$ cat config.mk
export PLATFORM = sky130hd
export DESIGN_NAME = rover_move_sequencer
export DESIGN_NICKNAME = d
export VERILOG_FILES = /design/src/rtl/rover_pkg.sv /design/src/rtl/rover_tick_gen.sv /design/src/rtl/rover_move_sequencer.sv
export SDC_FILE = /design/constraint.sdc
export NUM_CORES = 1
export LEC_CHECK = 0
export ABC_AREA = 1
export ABC_CLOCK_PERIOD_IN_PS = 5000
export CAP_MARGIN = 20
export CORE_ASPECT_RATIO = 0.9
export CORE_MARGIN = 4
export CORE_UTILIZATION = 30
export DETAILED_ROUTE_END_ITERATION = 8
export PLACE_DENSITY = 0.55
export RECOVER_POWER = 25
export SLEW_MARGIN = 5
export SYNTH_ARGS = -nofsm -noshare
export SYNTH_HDL_FRONTEND = slang
export SYNTH_HIERARCHICAL = 1
export SYNTH_SLANG_ARGS = --single-unit
$ cat constraint.sdc
create_clock -name clock -period 5 [get_ports clock]
set_input_delay 1 -clock clock [delete_from_list [all_inputs] [get_ports clock]]
set_output_delay 1 -clock clock [all_outputs]
set_load 0.02 [all_outputs]
$ cat src/rtl/rover_pkg.sv
`default_nettype none
// +----------------------------------------------------------------------------+
// | Module   : rover_pkg                                                       |
// | Purpose  : Shared types and constants for the rover move sequencer:       |
// |            state encoding, move-word field positions, angle limits,       |
// |            motor direction levels and the turn decode helper.             |
// | Ports    : none (package)                                                 |
// | Revision : 1.0  initial release                                           |
// +----------------------------------------------------------------------------+
package rover_pkg;

  // Sequencer states; encoding is visible on the debug state port.
  typedef enum logic [2:0] {
    ST_IDLE   = 3'd0,
    ST_TURN   = 3'd1,
    ST_SETTLE = 3'd2,
    ST_DRIVE  = 3'd3,
    ST_FINISH = 3'd4
  } state_e;

  // Move-word field positions.
  localparam int ANGLE_MSB = 11;
  localparam int ANGLE_LSB = 7;
  localparam int DIST_MSB  = 6;

  // Angle limits in 15 degree units.
  localparam logic [4:0] ANGLE_MAX = 5'd23;
  localparam logic [4:0] HALF_TURN = 5'd12;
  localparam logic [4:0] FULL_TURN = 5'd24;

  // Motor direction pin levels.
  localparam logic DIR_FWD = 1'b1;
  localparam logic DIR_REV = 1'b0;

  typedef struct packed {
    logic       left;   // 1 = counter-clockwise turn
    logic [4:0] units;  // turn length in 15 degree units
  } turn_t;

  // Angles up to half a revolution turn left by the angle itself; larger
  // angles take the shorter way round, turning right by the complement.
  function automatic turn_t decode_turn(input logic [4:0] angle);
    turn_t t;
    if (angle <= HALF_TURN) begin
      t.left  = 1'b1;
      t.units = angle;
    end else begin
      t.left  = 1'b0;
      t.units = FULL_TURN - angle;
    end
    return t;
  endfunction

endpackage : rover_pkg
`default_nettype wire

$ cat src/rtl/rover_tick_gen.sv
`default_nettype none
// +----------------------------------------------------------------------------+
// | Module   : rover_tick_gen                                                  |
// | Purpose  : Motion tick prescaler. Produces a one-cycle tick every         |
// |            TICK_DIV clocks; a restart zeroes the prescaler so the next    |
// |            tick lands exactly TICK_DIV cycles later.                      |
// | Ports    : clock   - system clock                                         |
// |            reset   - synchronous, active-low reset                        |
// |            restart - zero the prescaler on the coming edge                |
// |            tick    - one-cycle motion tick                                |
// | Revision : 1.0  initial release                                           |
// +----------------------------------------------------------------------------+
module rover_tick_gen
  import rover_pkg::*;
#(
  parameter int TICK_DIV = 27000
) (
  input  logic clock,
  input  logic reset,
  input  logic restart,
  output logic tick
);

  localparam int              CNT_W    = (TICK_DIV > 1) ? $clog2(TICK_DIV) : 1;
  localparam logic [CNT_W-1:0] CNT_LAST = CNT_W'(TICK_DIV - 1);

  logic [CNT_W-1:0] cnt_q;
  logic [CNT_W-1:0] cnt_d;

  always_comb begin
    cnt_d = cnt_q;
    if (restart || (cnt_q == CNT_LAST)) begin
      cnt_d = '0;
    end else begin
      cnt_d = cnt_q + CNT_W'(1);
    end
  end

  always_ff @(posedge clock) begin
    if (!reset) begin
      cnt_q <= '0;
    end else begin
      cnt_q <= cnt_d;
    end
  end

  // Tick is the last prescaler count, so it is seen during the TICK_DIV-th
  // cycle after a restart and consumed on the edge that closes it.
  assign tick = (cnt_q == CNT_LAST);

endmodule : rover_tick_gen
`default_nettype wire

$ cat src/rtl/rover_move_sequencer.sv
`default_nettype none
// +----------------------------------------------------------------------------+
// | Module   : rover_move_sequencer                                            |
// | Purpose  : Runs the drive motors from decoded IR move words: turn in      |
// |            place, settle, drive forward, then report completion.          |
// | Ports    : clock, reset (sync, active-low)                                 |
// |            cmd_valid, cmd_data[11:0] - move word strobe / payload         |
// |              cmd_data[11:7] angle index (15 deg units, 0..23)             |
// |              cmd_data[6:0]  distance units (0..127)                       |
// |            motor_{l,r}_{en,dir}      - motor pins, dir 1 = forward        |
// |            busy, move_done, cmd_reject, state[2:0]                         |
// | Config   : ROVER_PENDING_EN - when defined, a one-deep pending register   |
// |            holds a command that arrives while a move is in progress.      |
// | Revision : 1.0  initial release                                           |
// +----------------------------------------------------------------------------+
module rover_move_sequencer
  import rover_pkg::*;
#(
  parameter int          TICK_DIV     = 27000,
  parameter logic [15:0] TURN_TICKS   = 16'd40,
  parameter logic [15:0] DRIVE_TICKS  = 16'd25,
  parameter logic [15:0] SETTLE_TICKS = 16'd100
) (
  input  logic        clock,
  input  logic        reset,
  input  logic        cmd_valid,
  input  logic [11:0] cmd_data,
  output logic        motor_l_en,
  output logic        motor_l_dir,
  output logic        motor_r_en,
  output logic        motor_r_dir,
  output logic        busy,
  output logic        move_done,
  output logic        cmd_reject,
  output logic [2:0]  state
);

  // ---------------------------------------------------------------------------
  // Registers
  // ---------------------------------------------------------------------------
  state_e      state_q,      state_d;
  logic        turn_left_q,  turn_left_d;
  logic [4:0]  turn_units_q, turn_units_d;
  logic [6:0]  dist_q,       dist_d;
  logic [15:0] ticks_q,      ticks_d;
  logic [3:0]  motors_q,     motors_d;   // {l_en, l_dir, r_en, r_dir}
  logic        busy_q,       busy_d;
  logic        done_q,       done_d;
  logic        reject_q,     reject_d;
`ifdef ROVER_PENDING_EN
  logic        pend_valid_q, pend_valid_d;
  logic [11:0] pend_data_q,  pend_data_d;
  logic        pend_take;
`endif

  // ---------------------------------------------------------------------------
  // Combinational helpers
  // ---------------------------------------------------------------------------
  logic        tick;
  logic        restart;
  logic        exit_now;
  logic [15:0] target;
  logic        cmd_ok;
  logic        launch;
  logic [11:0] launch_word;
  turn_t       launch_turn;

  assign cmd_ok = cmd_valid && (cmd_data[ANGLE_MSB:ANGLE_LSB] <= ANGLE_MAX);

  rover_tick_gen #(
    .TICK_DIV (TICK_DIV)
  ) u_tick_gen (
    .clock   (clock),
    .reset   (reset),
    .restart (restart),
    .tick    (tick)
  );

  // Tick target for the current state; products wrap at 16 bits.
  always_comb begin
    target = 16'd0;
    case (state_q)
      ST_TURN:   target = {11'd0, turn_units_q} * TURN_TICKS;
      ST_SETTLE: target = SETTLE_TICKS;
      ST_DRIVE:  target = {9'd0, dist_q} * DRIVE_TICKS;
      default:   target = 16'd0;
    endcase
  end

  // Leave on the tick that brings the count up to the target. A zero target
  // (only possible through a zero SETTLE_TICKS) leaves after one cycle.
  assign exit_now = (target == 16'd0) || (tick && ((ticks_q + 16'd1) == target));

  // ---------------------------------------------------------------------------
  // Next-state, decode and pending buffer
  // ---------------------------------------------------------------------------
  always_comb begin
    state_d      = state_q;
    turn_left_d  = turn_left_q;
    turn_units_d = turn_units_q;
    dist_d       = dist_q;
    reject_d     = 1'b0;
    launch       = 1'b0;
    launch_word  = cmd_data;
`ifdef ROVER_PENDING_EN
    pend_valid_d = pend_valid_q;
    pend_data_d  = pend_data_q;
    pend_take    = 1'b0;
`endif

    case (state_q)
      ST_IDLE: begin
`ifdef ROVER_PENDING_EN
        // A command left pending by a FINISH-cycle arrival goes first.
        if (pend_valid_q) begin
          pend_take    = 1'b1;
          pend_valid_d = 1'b0;
          launch       = 1'b1;
          launch_word  = pend_data_q;
        end else if (cmd_ok) begin
          launch = 1'b1;
        end
`else
        if (cmd_ok) begin
          launch = 1'b1;
        end
`endif
      end
      ST_TURN: begin
        if (exit_now) state_d = ST_SETTLE;
      end
      ST_SETTLE: begin
        if (exit_now) state_d = (dist_q == 7'd0) ? ST_FINISH : ST_DRIVE;
      end
      ST_DRIVE: begin
        if (exit_now) state_d = ST_FINISH;
      end
      ST_FINISH: begin
        state_d = ST_IDLE;
`ifdef ROVER_PENDING_EN
        // Chain straight into the pending move without an IDLE cycle.
        if (pend_valid_q) begin
          pend_take    = 1'b1;
          pend_valid_d = 1'b0;
          launch       = 1'b1;
          launch_word  = pend_data_q;
        end
`endif
      end
      default: state_d = ST_IDLE;
    endcase

    // Arrivals that are not launched this cycle.
    if (cmd_valid && !cmd_ok) begin
      reject_d = 1'b1;
`ifdef ROVER_PENDING_EN
    end else if (cmd_valid && ((state_q != ST_IDLE) || pend_take)) begin
      // Overwriting a still-held command discards it; if the held one is
      // being consumed this cycle, the newcomer simply takes its place.
      if (pend_valid_q && !pend_take) begin
        reject_d = 1'b1;
      end
      pend_valid_d = 1'b1;
      pend_data_d  = cmd_data;
    end
`else
    end else if (cmd_valid && (state_q != ST_IDLE)) begin
      reject_d = 1'b1;
    end
`endif

    launch_turn = decode_turn(launch_word[ANGLE_MSB:ANGLE_LSB]);
    if (launch) begin
      state_d      = (launch_word[ANGLE_MSB:ANGLE_LSB] == 5'd0) ? ST_SETTLE : ST_TURN;
      turn_left_d  = launch_turn.left;
      turn_units_d = launch_turn.units;
      dist_d       = launch_word[DIST_MSB:0];
    end

    // Outputs are decoded from the next state so they line up with it.
    case (state_d)
      ST_TURN:  motors_d = turn_left_d ? {1'b1, DIR_REV, 1'b1, DIR_FWD}
                                       : {1'b1, DIR_FWD, 1'b1, DIR_REV};
      ST_DRIVE: motors_d = {1'b1, DIR_FWD, 1'b1, DIR_FWD};
      default:  motors_d = 4'b0000;
    endcase
    busy_d = (state_d != ST_IDLE);
    done_d = (state_d == ST_FINISH);
  end

  // Every state change is an entry: both the prescaler and the tick count
  // start over so each phase is timed from its own first cycle.
  assign restart = (state_d != state_q);

  always_comb begin
    ticks_d = ticks_q;
    if (restart || (state_q == ST_IDLE)) begin
      ticks_d = 16'd0;
    end else if (tick) begin
      ticks_d = ticks_q + 16'd1;
    end
  end

  // ---------------------------------------------------------------------------
  // State and output registers
  // ---------------------------------------------------------------------------
  always_ff @(posedge clock) begin
    if (!reset) begin
      state_q      <= ST_IDLE;
      turn_left_q  <= 1'b0;
      turn_units_q <= 5'd0;
      dist_q       <= 7'd0;
      ticks_q      <= 16'd0;
      motors_q     <= 4'b0000;
      busy_q       <= 1'b0;
      done_q       <= 1'b0;
      reject_q     <= 1'b0;
`ifdef ROVER_PENDING_EN
      pend_valid_q <= 1'b0;
      pend_data_q  <= 12'd0;
`endif
    end else begin
      state_q      <= state_d;
      turn_left_q  <= turn_left_d;
      turn_units_q <= turn_units_d;
      dist_q       <= dist_d;
      ticks_q      <= ticks_d;
      motors_q     <= motors_d;
      busy_q       <= busy_d;
      done_q       <= done_d;
      reject_q     <= reject_d;
`ifdef ROVER_PENDING_EN
      pend_valid_q <= pend_valid_d;
      pend_data_q  <= pend_data_d;
`endif
    end
  end

  assign motor_l_en  = motors_q[3];
  assign motor_l_dir = motors_q[2];
  assign motor_r_en  = motors_q[1];
  assign motor_r_dir = motors_q[0];
  assign busy        = busy_q;
  assign move_done   = done_q;
  assign cmd_reject  = reject_q;
  assign state       = state_q;

endmodule : rover_move_sequencer
`default_nettype wire

# --- Word level (Yosys, flattened, before mapping) ---
# Cells that the tools add are included.
totals:
  regBits: 54
  in_bits: 15
  out_inout_bits: 10
  elab_cells: 59
op_classes:
  addsub: 3
  mul: 2
  n_lt_le_gt_ge: 2
  n_eq_ne: 9
  muxes: 16
  bitwise_logic: 1
  n_reduce_logical: 16
op_table:
  columns: ["op", "n"]
  rows:
  - ["case mux 12 bit (3 select lines)", 1]
  - ["two-way mux 3 bit", 6]
  - ["adder 16 x 1 -> 16 bit (second input constant)", 1]
  - ["== test 16 bit", 1]
  - ["zero test 16 bit", 1]
  - ["adder 15 x 1 -> 15 bit (second input constant)", 1]
  - ["== test 15 bit (second input constant)", 1]
  - ["multiplier 7 x 5 -> 12 bit (second input constant)", 1]
  - ["case mux 3 bit (4 select lines)", 1]
  - ["== test 3 x 2 -> 1 bit (second input constant)", 3]
  - ["multiplier 5 x 3 -> 8 bit (second input constant)", 1]
  - ["case mux 4 bit (2 select lines)", 1]
  - ["zero test 7 bit", 1]
  - ["== test 3 x 1 -> 1 bit (second input constant)", 2]
  - ["two-way mux 6 bit", 1]
  - ["nonzero test 3 bit", 2]
  - ["less-or-equal comparator 5 x 4 -> 1 bit (second input constant)", 1]
  - ["less-or-equal comparator 5 bit (second input constant)", 1]
  - ["zero test 5 bit", 1]
  - ["two-way mux 1 bit", 5]
  - ["subtractor 5 bit (first input constant)", 1]
  - ["logical AND 1 bit", 4]
  - ["OR reduction 2 bit", 2]
  - ["== test 3 bit (second input constant)", 1]
  - ["other kinds (6)", 8]

# --- Depth between registers and ports, before layout ---
depth:
  word_depth: 11
  mapped_depth: 30
  depth_no_buf: 30

# --- Modules after synthesis ---
# The synthesis kept the hierarchy.
by_module_without_submodules:
  columns: ["mod", "instances", "cells_per_inst", "area_per_inst_um2", "seq_area_each_um2"]
  rows:
  - ["rover_move_sequencer", 1, 473, 3114.2, 760.7]
  - ["rover_tick_gen", 1, 128, 865.8, 300.3]

# --- Worst setup path after synthesis ---
# OpenSTA, ideal clock, no wires.
synth_path:
  kind: "reg2reg"
  start: "register dist_q[2]"
  end: "register u_tick_gen.cnt_q[13]"
  setup_time_ns: 0.062
  arrival_ns: 3.692
  t_required_ns: 4.938
  path_slack_ns: 1.246
  stages_incl_launch_ff: 26
  n_path_buf: 1
  cell_sequence: "dfxtp_1 -> inv_1 -> ha_1 -> ha_1 -> fa_1 -> ha_1 -> or2_2 -> nand3_1 -> nand3_1 -> nand3_1 -> and2_1 -> nand2_1 -> nor3_1 -> nand2_1 -> nand2_2 -> nand2_1 -> nand2_2 -> nand4_4 -> nand2_1 -> nand2_1 -> inv_1 -> nand2_1 -> nor2_1 -> o21ai_4 -> buf_8 -> nor2_2"
synth_via:
  elab_chain_cells: 11
  elab_cells_between_ends: 16
  cone_classes: "mul (1); eq/ne (2); mux (7); reduce/logical (6)"
synth_rtl:
  columns: ["element", "line_no", "source"]
  rows:
  - ["start, declared", "rover_move_sequencer.sv:44", "logic [6:0] dist_q, dist_d;"]
  - ["start signal, assigned", "rover_move_sequencer.sv:226", "dist_q <= dist_d;"]
  - ["multiplier 7 x 5 -> 12 bit", "rover_move_sequencer.sv:85", "ST_DRIVE: target = {9'd0, dist_q} * DRIVE_TICKS;"]
  - ["case mux 12 bit (3 select lines)", "rover_move_sequencer.sv:82", "case (state_q)"]
  - ["== test 16 bit", "rover_move_sequencer.sv:92", "assign exit_now = (target == 16'd0) || (tick && ((ticks_q + 16'd1) == target));"]
  - ["logical AND 1 bit", "rover_move_sequencer.sv:92", null]
  - ["logical OR 1 bit", "rover_move_sequencer.sv:92", null]
  - ["two-way mux 3 bit (on tied branches)", "rover_move_sequencer.sv:136, rover_move_sequencer.sv:130, rover_move_sequencer.sv:133", null]
  - ["case mux 3 bit (4 select lines) (*)", "rover_move_sequencer.sv:111", "case (state_q)"]
  - ["two-way mux 3 bit (*)", "rover_move_sequencer.sv:173", "if (launch) begin"]
  - ["!= test 3 bit (*)", "rover_move_sequencer.sv:193", "assign restart = (state_d != state_q);"]
  - ["net restart", "rover_move_sequencer.sv:60", "logic restart;"]
  - ["logical OR 1 bit (*)", "rover_tick_gen.sv:32", "if (restart || (cnt_q == CNT_LAST)) begin"]
  - ["OR reduction 2 bit (no line) (*)", null, null]
  - ["end signal, assigned", "rover_tick_gen.sv:43", "cnt_q <= cnt_d;"]
  - ["end, declared", "rover_tick_gen.sv:27", "logic [CNT_W-1:0] cnt_q;"]
# Mark *: on every way through the listed nets, which the timed path passes. The rest lies on a longest branch.
# A chain may end at the register's enable or synchronous reset.

# --- Worst setup path in the final report ---
layout_path:
  start: "register dist_q[2]"
  end: "register u_tick_gen.cnt_q[9]"
# Same word-level chain as after synthesis.

==> metrics.txt <==
pre-CTS setup slack a little over 0.8 ns; post-cts sizing count 0; Fin. Hold Viols 0; cell mode on critical path nand2_1; Port Buf Inserts 24; max cap viols 0; Worst Setup SP dist_q[2]; RSZ-0062 raised after global routing no; Remaining DRCs 0; Crit Path Category flop to flop; crit end category flop; core area around 0.013 mm^2; count leader, synth nand2_1; post-synth top area cell dfxtp_1; dpl hpwl 7.292 mm; max-slew violation count 0; Synth area leaders dfxtp_1 (27%), nand2_1 (15%), ha_1 (12%); Die Ht between 100 and 150 um; vias after detailed routing roughly 3700; post-DR wirelength/cell 11.69 um; worst r2r src dist_q[2]; Leak approximately 0.0021 uW; status finished, final reports clean; # H-tree levels 2; Root Driver clkbuf_16; Peak Freq 235.4 MHz; WL final roughly 9 mm; Routed Antenna Nets 0; Final WS setup 0.7527 ns; drt first pass iters 4; Slew @ Worst Pin 0.7297 ns; cts-stage hold buffer count 0; setup tns final 0 ns; synth unique cells 38; syn_nets 658; Starting DRT DRC Count 220; critical path's largest stage delay ~0.46 ns; # IOs 25; vias in the first global route between 3000 and 4000; mapped cell area between 0.003 and 0.004 mm^2; maximum VDD drop roughly 0.26 mV; synthesized area per cell around 6.6 um^2; final clock skew ~0.012 ns; postcts setup bufs 0; routability cong. about 0.86; final net count approximately 700; latest clock arrival within the worst-skew pair 0.31 ns; Synth Warn # 6; Critical Path AT approximately 4.5 ns; Worst Hold Class flop to flop; ANT cells 0; post-synthesis sequential area ratio 26.66%; die width between 100 and 150 um; fin crit period between 4 and 5 ns; Worst EP required 5.24 ns; initial antenna violation count 0; die area approximately 0.015 mm^2; CP Max Fanout 5; #FFs+latches synth 53; layout cells sized above 1 7.200%; most frequent cells after synthesis nand2_1 (156), inv_1 (91), nor2_1 (64); row count 39; clock sink total 53; asr flop ratio synth 0%; CP Launch Type flop; Final Setup Violations 0; total track usage about an eighth; final hold slack around 0.47 ns; relative slew slack 51.21%; largest net degree at the start of global routing 23; top cell type's share of synthesized area between 20% and 30%; PD cells around 360 mW/mm^2; CTS buffer count 5; number of synthesized flops with an enable pin 0; worst hold start u_tick_gen/cnt_q[0]; Initial Util 31.01%; CTS max path bufs 2; Period Utilization, post-route roughly 85%; Primary FF master, synth dfxtp_1; Vias/cell 4.730; remaining global-route overflow 0; Critical-path top delay cell fa_1; first-pass GRT wire length around 16 mm; synthesis-to-layout area growth 13.96%; clock transition at the registers of the reported paths around 0.08 ns; Mapped Cells 601; CTS tree done
## flip-flops by register name (all words and copies together) (netlist names)
signal and flops:
ticks_q 16, u_tick_gen/cnt_q 15, dist_q 7, turn_units_q 5, motors_q 3, state 3, busy 1, cmd_reject 1
move_done 1, turn_left_q 1
## through the flow
| step | util [%] | total power (uW) | instance area (um^2) | std cells |
|---|---|---|---|---|
| floorplan | - | 1102 | 3980 | 601 |
| global placement | 34.17 | 1281 | 4385 | 781 |
| detailed placement | 34.17 | 1283 | 4385 | 781 |
| CTS | 35.37 | 1664 | 4539 | 789 |
| global route | 35.34 | 1779 | 4536 | 789 |
| finish | 35.34 | 1629 | 4536 | 789 |
## critical path, delay by kind of cell (launching register included)
kind                     cells  cell delay, ns
AO/OA/AOI/OAI                1            0.19
adder cells (fa/ha/maj)      4            1.43
buffers and inverters        4            0.28
flip-flops                   1            0.37
AND/OR/NAND/NOR             17            1.90
## routing by layer
| metal | vias to the layer above | global-route usage, % | wire (um) |
|---|---|---|---|
| li1 | 1978 | - | - |
| met1 | 1685 | 18.73 | 4849 |
| met2 | 61 | 19.68 | 3818 |
| met3 | 8 | 2.949 | 461 |
| met4 | 0 | 4.363 | 97 |
| met5 | - | 0 | 0 |
## cells in the final DEF (no fill, tap or decap), types with 2 or more instances in the layout
cell             count
inv_2                3
nor2_1              64
o211ai_1             2
clkdlybuf4s50_1     12
dlygate4sd3_1       12
xnor2_1              5
or2_2                5
nor3_1               2
o21ai_0             18
nand3b_1             2
dfxtp_1             53
a211oi_1            13
inv_1               91
nor4_1               3
nand2_2              4
nor2_4               2
a21oi_1             21
nand4_1             16
nor2_2              17
ha_1                39
nand3_1             52
clkbuf_16            5
fa_1                 3
nand2_1            156
nand3_2              2
o2111ai_1            2
xor2_1               6
## path summary, 6_finish.rpt
check / to / slack [ns] / depth (start not counted)
worst max-delay path: u_tick_gen/cnt_q[9] / 0.75 / 26
worst min-delay path: u_tick_gen/cnt_q[0] / 0.47 / 1
worst max register to register: u_tick_gen/cnt_q[9] / 0.75 / 26
worst min register to register: u_tick_gen/cnt_q[0] / 0.47 / 1
## power by group
part	total [uW]	internal, uW	switching, uW
Clock	366	192	174
Combinational	740	262	478
Sequential	523	472	50.8
Total	1630	926	703
## cells by family (layout without fill, tap and decap cells)
kind of cell	after synthesis	in the layout	share of synthesized area [%]
buffers and inverters	104	128	10.25
AND/OR/NAND/NOR	329	329	37.41
XOR/XNOR	11	11	2.421
flip-flops	53	53	26.66
adder cells (fa/ha/maj)	42	42	13.77
AO/OA/AOI/OAI	62	62	9.494
## area by class of cell
class	count	area, um^2
clock buffers	5	125.1
clock inverters	3	28.78
inverters	94	352.8
repair buffers	26	251.5
well taps	164	205.2
multi-input cells	444	2511
flip-flops and latches	53	1061
fillers	1353	8298
Note: power is estimated with default switching activity, not from simulation.
